### config.mk
export PLATFORM = sky130hd
export DESIGN_NAME = procesor_param
export DESIGN_NICKNAME = d
export VERILOG_FILES = /design/src/rtl/procesor_param.sv
export SDC_FILE = /design/constraint.sdc
export NUM_CORES = 1
export LEC_CHECK = 0
export CORE_MARGIN = 1.5
export CORE_UTILIZATION = 57
export DETAILED_ROUTE_END_ITERATION = 7
export GPL_ROUTABILITY_DRIVEN = 1
export PLACE_DENSITY = 0.81
export RECOVER_POWER = 100
export SETUP_SLACK_MARGIN = 0.15
export SYNTH_ARGS = -nofsm -noshare
export SYNTH_HDL_FRONTEND = slang
export SYNTH_SLANG_ARGS = --single-unit
### constraint.sdc
create_clock -name clk -period 4.1 [get_ports clk]
set_input_delay 0.82 -clock clk [delete_from_list [all_inputs] [get_ports clk]]
set_output_delay 0.82 -clock clk [all_outputs]
set_load 0.01 [all_outputs]
### src/rtl/procesor_param.sv
// procesor_param -- parametrised multi-cycle CPU tile.
//
// Eight DATA_W-wide registers: r7 is the program counter, r4 tracks gpi on
// every edge unless an instruction writes it, and r5 drives gpo. Instruction
// and data memories are external and use req/ack handshakes. A request stays
// high, with stable address and data, until the matching ack is sampled on a
// rising edge.
//
// Ports
//   clk, rst_n        clock, asynchronous active-low reset
//   gpi / gpo         general-purpose input (into r4) / output (from r5)
//   imem_req/addr     instruction fetch request, address = PC
//   imem_ack/rdata    fetch complete, instruction word (DATA_W+16 bits)
//   dmem_req/we       data access request, 1 = store / 0 = load
//   dmem_addr/wdata   ALU result / x operand, registered in EXEC
//   dmem_ack/rdata    access complete, load data
//
// Instruction word (I = DATA_W):
//   [I+15:I+14] pc_op   [I+13:I+11] alu_op   [I+10:I+8] rx   [I+7] imm_sel
//   [I+6:I+4]   ry      [I+3]       rd_src   [I+2:I]    d    [I-1:0] imm
module procesor_param #(
  parameter int unsigned       DATA_W   = 8,
  parameter logic [DATA_W-1:0] RESET_PC = '0,
  localparam int unsigned      INSTR_W  = DATA_W + 16
) (
  input  logic               clk,
  input  logic               rst_n,
  input  logic [DATA_W-1:0]  gpi,
  output logic [DATA_W-1:0]  gpo,
  output logic               imem_req,
  output logic [DATA_W-1:0]  imem_addr,
  input  logic               imem_ack,
  input  logic [INSTR_W-1:0] imem_rdata,
  output logic               dmem_req,
  output logic               dmem_we,
  output logic [DATA_W-1:0]  dmem_addr,
  output logic [DATA_W-1:0]  dmem_wdata,
  input  logic               dmem_ack,
  input  logic [DATA_W-1:0]  dmem_rdata
);

  typedef enum logic [1:0] {S_BOOT, S_FETCH, S_EXEC, S_MEM} state_t;

  state_t state_q, state_d;

  logic [DATA_W-1:0]  regs [8];
  logic [INSTR_W-1:0] ir_q;

  // Memory-phase context captured in EXEC so the request stays stable while
  // r4 (and therefore the live ALU result) may keep changing.
  logic [DATA_W-1:0] addr_q, wdata_q;
  logic              we_q, zero_q;

  // Decoded fields of the latched instruction.
  logic [1:0]        pc_op;
  logic [2:0]        alu_op, rx, ry, d;
  logic              imm_sel, rd_src;
  logic [DATA_W-1:0] imm;

  assign pc_op   = ir_q[DATA_W+15 -: 2];
  assign alu_op  = ir_q[DATA_W+13 -: 3];
  assign rx      = ir_q[DATA_W+10 -: 3];
  assign imm_sel = ir_q[DATA_W+7];
  assign ry      = ir_q[DATA_W+6 -: 3];
  assign rd_src  = ir_q[DATA_W+3];
  assign d       = ir_q[DATA_W+2 -: 3];
  assign imm     = ir_q[DATA_W-1:0];

  // Operands and ALU. r7 holds the PC of the instruction being executed
  // because the PC only moves on the commit edge.
  logic [DATA_W-1:0] x, y, alu_res;
  logic              zero;

  assign x    = regs[rx];
  assign y    = imm_sel ? imm : regs[ry];
  assign zero = (x == y);

  always_comb begin
    alu_res = '0;
    case (alu_op)
      3'b000: alu_res = x & y;
      3'b001: alu_res = x + y;
      3'b010: alu_res = {zero, {(DATA_W-1){1'b0}}};
      3'b011: alu_res = y;
      3'b100: alu_res = x | y;
      3'b101: alu_res = x ^ y;
      3'b110: alu_res = x - y;
      3'b111: alu_res = x >> 1;
      default: alu_res = '0;
    endcase
  end

  // Branch resolution. In MEM the decision uses the flag and target frozen
  // in EXEC, not the live datapath.
  logic              br_zero, br_take;
  logic [DATA_W-1:0] br_target, pc_next;

  assign br_zero   = (state_q == S_MEM) ? zero_q : zero;
  assign br_target = (state_q == S_MEM) ? addr_q : alu_res;

  always_comb begin
    br_take = 1'b0;
    case (pc_op)
      2'b00: br_take = 1'b0;
      2'b01: br_take = br_zero;
      2'b10: br_take = !br_zero;
      2'b11: br_take = 1'b1;
      default: br_take = 1'b0;
    endcase
  end

  assign pc_next = br_take ? br_target : regs[7] + DATA_W'(1);

  // Control: next state plus commit strobes.
  logic              ir_load, mem_load, rf_we, pc_we;
  logic [2:0]        rf_waddr;
  logic [DATA_W-1:0] rf_wdata;

  // NOTE: every output of a combinational block gets a default before the
  // case statement; a path that leaves one unassigned would infer a latch.
  always_comb begin
    state_d  = state_q;
    ir_load  = 1'b0;
    mem_load = 1'b0;
    rf_we    = 1'b0;
    pc_we    = 1'b0;
    rf_waddr = d;
    rf_wdata = alu_res;
    case (state_q)
      S_BOOT: state_d = S_FETCH;
      S_FETCH: begin
        if (imem_ack) begin
          ir_load = 1'b1;
          state_d = S_EXEC;
        end
      end
      S_EXEC: begin
        if (rd_src) begin
          // d = 7 with rd_src = 1 is a store; d = 0..6 is a load.
          mem_load = 1'b1;
          state_d  = S_MEM;
        end else begin
          rf_we   = (d != 3'd7);
          pc_we   = 1'b1;
          state_d = S_FETCH;
        end
      end
      S_MEM: begin
        if (dmem_ack) begin
          rf_we    = !we_q;
          rf_wdata = dmem_rdata;
          pc_we    = 1'b1;
          state_d  = S_FETCH;
        end
      end
      default: state_d = S_BOOT;
    endcase
  end

  // NOTE: sequential state uses non-blocking assignments so every flop
  // samples pre-edge values regardless of block ordering.
  always_ff @(posedge clk or negedge rst_n) begin
    if (!rst_n) state_q <= S_BOOT;
    else        state_q <= state_d;
  end

  always_ff @(posedge clk or negedge rst_n) begin
    if (!rst_n) begin
      ir_q    <= '0;
      addr_q  <= '0;
      wdata_q <= '0;
      we_q    <= 1'b0;
      zero_q  <= 1'b0;
    end else begin
      if (ir_load) ir_q <= imem_rdata;
      if (mem_load) begin
        addr_q  <= alu_res;
        wdata_q <= x;
        we_q    <= (d == 3'd7);
        zero_q  <= zero;
      end
    end
  end

  // NOTE: the register file is only eight flops wide and its contents are
  // architecturally defined after reset, so it is reset like any other state
  // rather than being treated as an uninitialised RAM.
  always_ff @(posedge clk or negedge rst_n) begin
    if (!rst_n) begin
      for (int i = 0; i < 7; i++) regs[i] <= '0;
      regs[7] <= RESET_PC;
    end else begin
      // r4 follows gpi; a committed write to r4 on the same edge overrides it
      // because it is assigned later in this block.
      regs[4] <= gpi;
      if (rf_we) regs[rf_waddr] <= rf_wdata;
      if (pc_we) regs[7] <= pc_next;
    end
  end

  // Outputs are decoded from state and registered context only, so they are
  // stable for the whole wait and drop immediately on reset.
  assign imem_req   = (state_q == S_FETCH);
  assign imem_addr  = regs[7];
  assign dmem_req   = (state_q == S_MEM);
  assign dmem_we    = (state_q == S_MEM) && we_q;
  assign dmem_addr  = addr_q;
  assign dmem_wdata = wdata_q;
  assign gpo        = regs[5];

endmodule

==> metrics <==
status finished, violations left; failing checks capacitance limit, slew limit; final worst path period share 94.0%; crit path from ir_q[12]; skew final 10.4 ps; Slew Viols, Final 26; residual DRC count 0; Warnings, synthesis 0; met3 wire length 1.45 mm; total wire length 20.5 mm; ys flop type dfrtp_1; Die Height 114 um; share of layout cells above drive strength 1 15.0%; die width 114 um; critical path arrival 4090 ps; fmax 259 MHz; CTS sink cnt 108; Hold Startpoint dmem_wdata[3]; IO buf count 78; post-synthesis instance total 726; RSZ-0062 raised after global routing false; post-placement setup slack 183 ps; top cell type's share of synthesized area 38.5%; post-synth top area cell dfrtp_1; diodes inserted 0; DR iter-0 viols 535; largest net degree at the start of global routing 61; core area 12,000 um^2; cts bufs inserted 9; Congestion Overflow GR 0; Setup TNS Final 0 ps; WL met2 10.2 mm; die area 13,000 um^2; Min-Delay Path Class reg2reg; Synth Area per Inst 9.66 um^2; Bufs on Longest Clock Path 2; Rows 40; CP max-delay cell mux4_2; clock latency on the worst-skew pair 370 ps; critical path launch point type flip-flop; Worst Setup End Kind flip-flop; final worst path period need 3850 ps; Critical R2R Launch ir_q[12]; worst path cell trace buf_12 -> mux4_2 -> mux2_2 -> mux2i_1 -> ha_1 -> a21o_1 -> a21oi_1 -> mux2i_1 -> o311ai_0 -> and3_1 -> a21o_1 -> o21ai_0; area grow syn2layout 17.1%; Unique masters post-synth 65; PnR worst setup slack 245 ps; nets 864; metal1 wirelength 8.04 mm; count leader, synth dfrtp_1; max layer used met4; RD Place Congestion 0.948; initial antenna violation count 0; sequential share of the synthesized area 38.5%; Reg clk slew, reported paths 80 ps; Synth Register Bits 108; DP HPWL 15.6 mm; vias in the first global route 5,981; fin util 68.4%; via-per-instance ratio 6.46; Critical Path Fanout Max 13; Post-synth EDFFs 0; routed vias 6,085; slew margin rel. -7.46%; worst slew pin tran 1610 ps; number of H-tree levels 3; Root Buffer clkbuf_16; Ports 79; CP max stage delay 500 ps; top post-synthesis cells by area dfrtp_1 39%, mux4_2 9.0%, ha_1 5.0%; Initial Utilization 58.4%; Post-CTS Setup Inserts 0; global-route wire length before repair 32.4 mm; Commonest cells post-synth 108 x dfrtp_1, 75 x nor2_1, 74 x nand2_1; wire per inst 21.7 um; GRT Util Overall 33.1%; DRT Pass-1 Iters 5; Mapped Area 7010 um^2; async set-reset flop share out of synthesis 100%; endpoints failing hold 0; Final setup viols 0; CTS tree yes; Post-DRT Antenna Nets 0; Max-Cap Viols 1; Synth Net Count 800; WP data required 4330 ps; critical path type reg2reg
repair_timing:
action,in CTS,in global routing
hold buffers,0,0
gates resized for setup,1,9
setup endpoints to repair,7,45
area by class of cell:
type | instances | area [um^2]
Clock inverter | 6 | 67.6
Inverter | 31 | 116
Multi-Input combinational cell | 531 | 3890
Tap cell | 147 | 184
Clock buffer | 10 | 239
Timing Repair Buffer | 109 | 1000
Fill cell | 916 | 3800
Sequential cell | 108 | 2710
kinds of logic (layout without fill, tap and decap cells):
group | count (synthesis) | after routing | share of synthesized area, %
fa+ha+maj | 30 | 30 | 5.57
mux | 88 | 88 | 18.1
flops | 108 | 108 | 38.5
compound gates | 186 | 186 | 16.9
simple gates | 220 | 220 | 14.1
xor+xnor | 7 | 7 | 0.874
buf+inv | 87 | 156 | 5.92
cell usage in the layout (no fill, tap or decap), types with 11 or more instances in the layout:
master and instances:
nor2_1 75, nand3_1 15, buf_4 25, mux2_2 28, ha_1 28, dlygate4sd3_1 35, inv_1 26, dfrtp_1 105
o21ai_1 12, nand2_1 74, a21oi_1 65, o31ai_1 11, mux4_2 28, o21ai_0 42, clkdlybuf4s50_1 42, mux2i_1 28
flip-flops by register name, summed over array words and instances, names as in the netlist:
| signal | cells |
|---|---|
| regs | 48 |
| ir_q | 24 |
| dmem_addr | 8 |
| dmem_wdata | 8 |
| gpo | 8 |
| imem_addr | 8 |
| state_q | 2 |
| we_q | 1 |
| zero_q | 1 |
worst paths after layout:
check / end / slack, ps / cells after the start
max in group asynchronous: dmem_wdata[6] / 1340 / 2
worst max register to register: regs[59] / 250 / 12
worst min register to register: dmem_wdata[3] / 480 / 2
min in group asynchronous: gpo[3] / 800 / 1
worst max-delay path: regs[59] / 250 / 12
worst min-delay path: dmem_wdata[3] / 480 / 2
through the flow:
step / cells / hold slack, ps / cell area, um^2
after floorplan: 726 / 464 / 7010
after global placement: 926 / 463 / 7920
after detailed placement: 926 / 474 / 7920
after CTS: 942 / 490 / 8230
after global routing: 942 / 514 / 8210
final: 942 / 476 / 8210
worst max-delay path, delay by kind of cell (launching register included):
family	cells	cell delay, ps
adders and majority gates	1	340
AOI/OAI and AO/OA	5	1230
and+or+nand+nor	1	320
muxes	4	1230
buffers and inverters	1	180
DFF	1	400
per-layer routing:
metal  global-route usage (%)  vias to the layer above
li1                         -                     2723
met1                     42.7                     2988
met2                     55.5                      314
met3                     5.95                       60
met4                     13.5                        0
met5                        0                        -
Power is left out: the tool's default activity adds up to more than one toggle a clock period on the data nets, which glitch-free logic cannot reach.
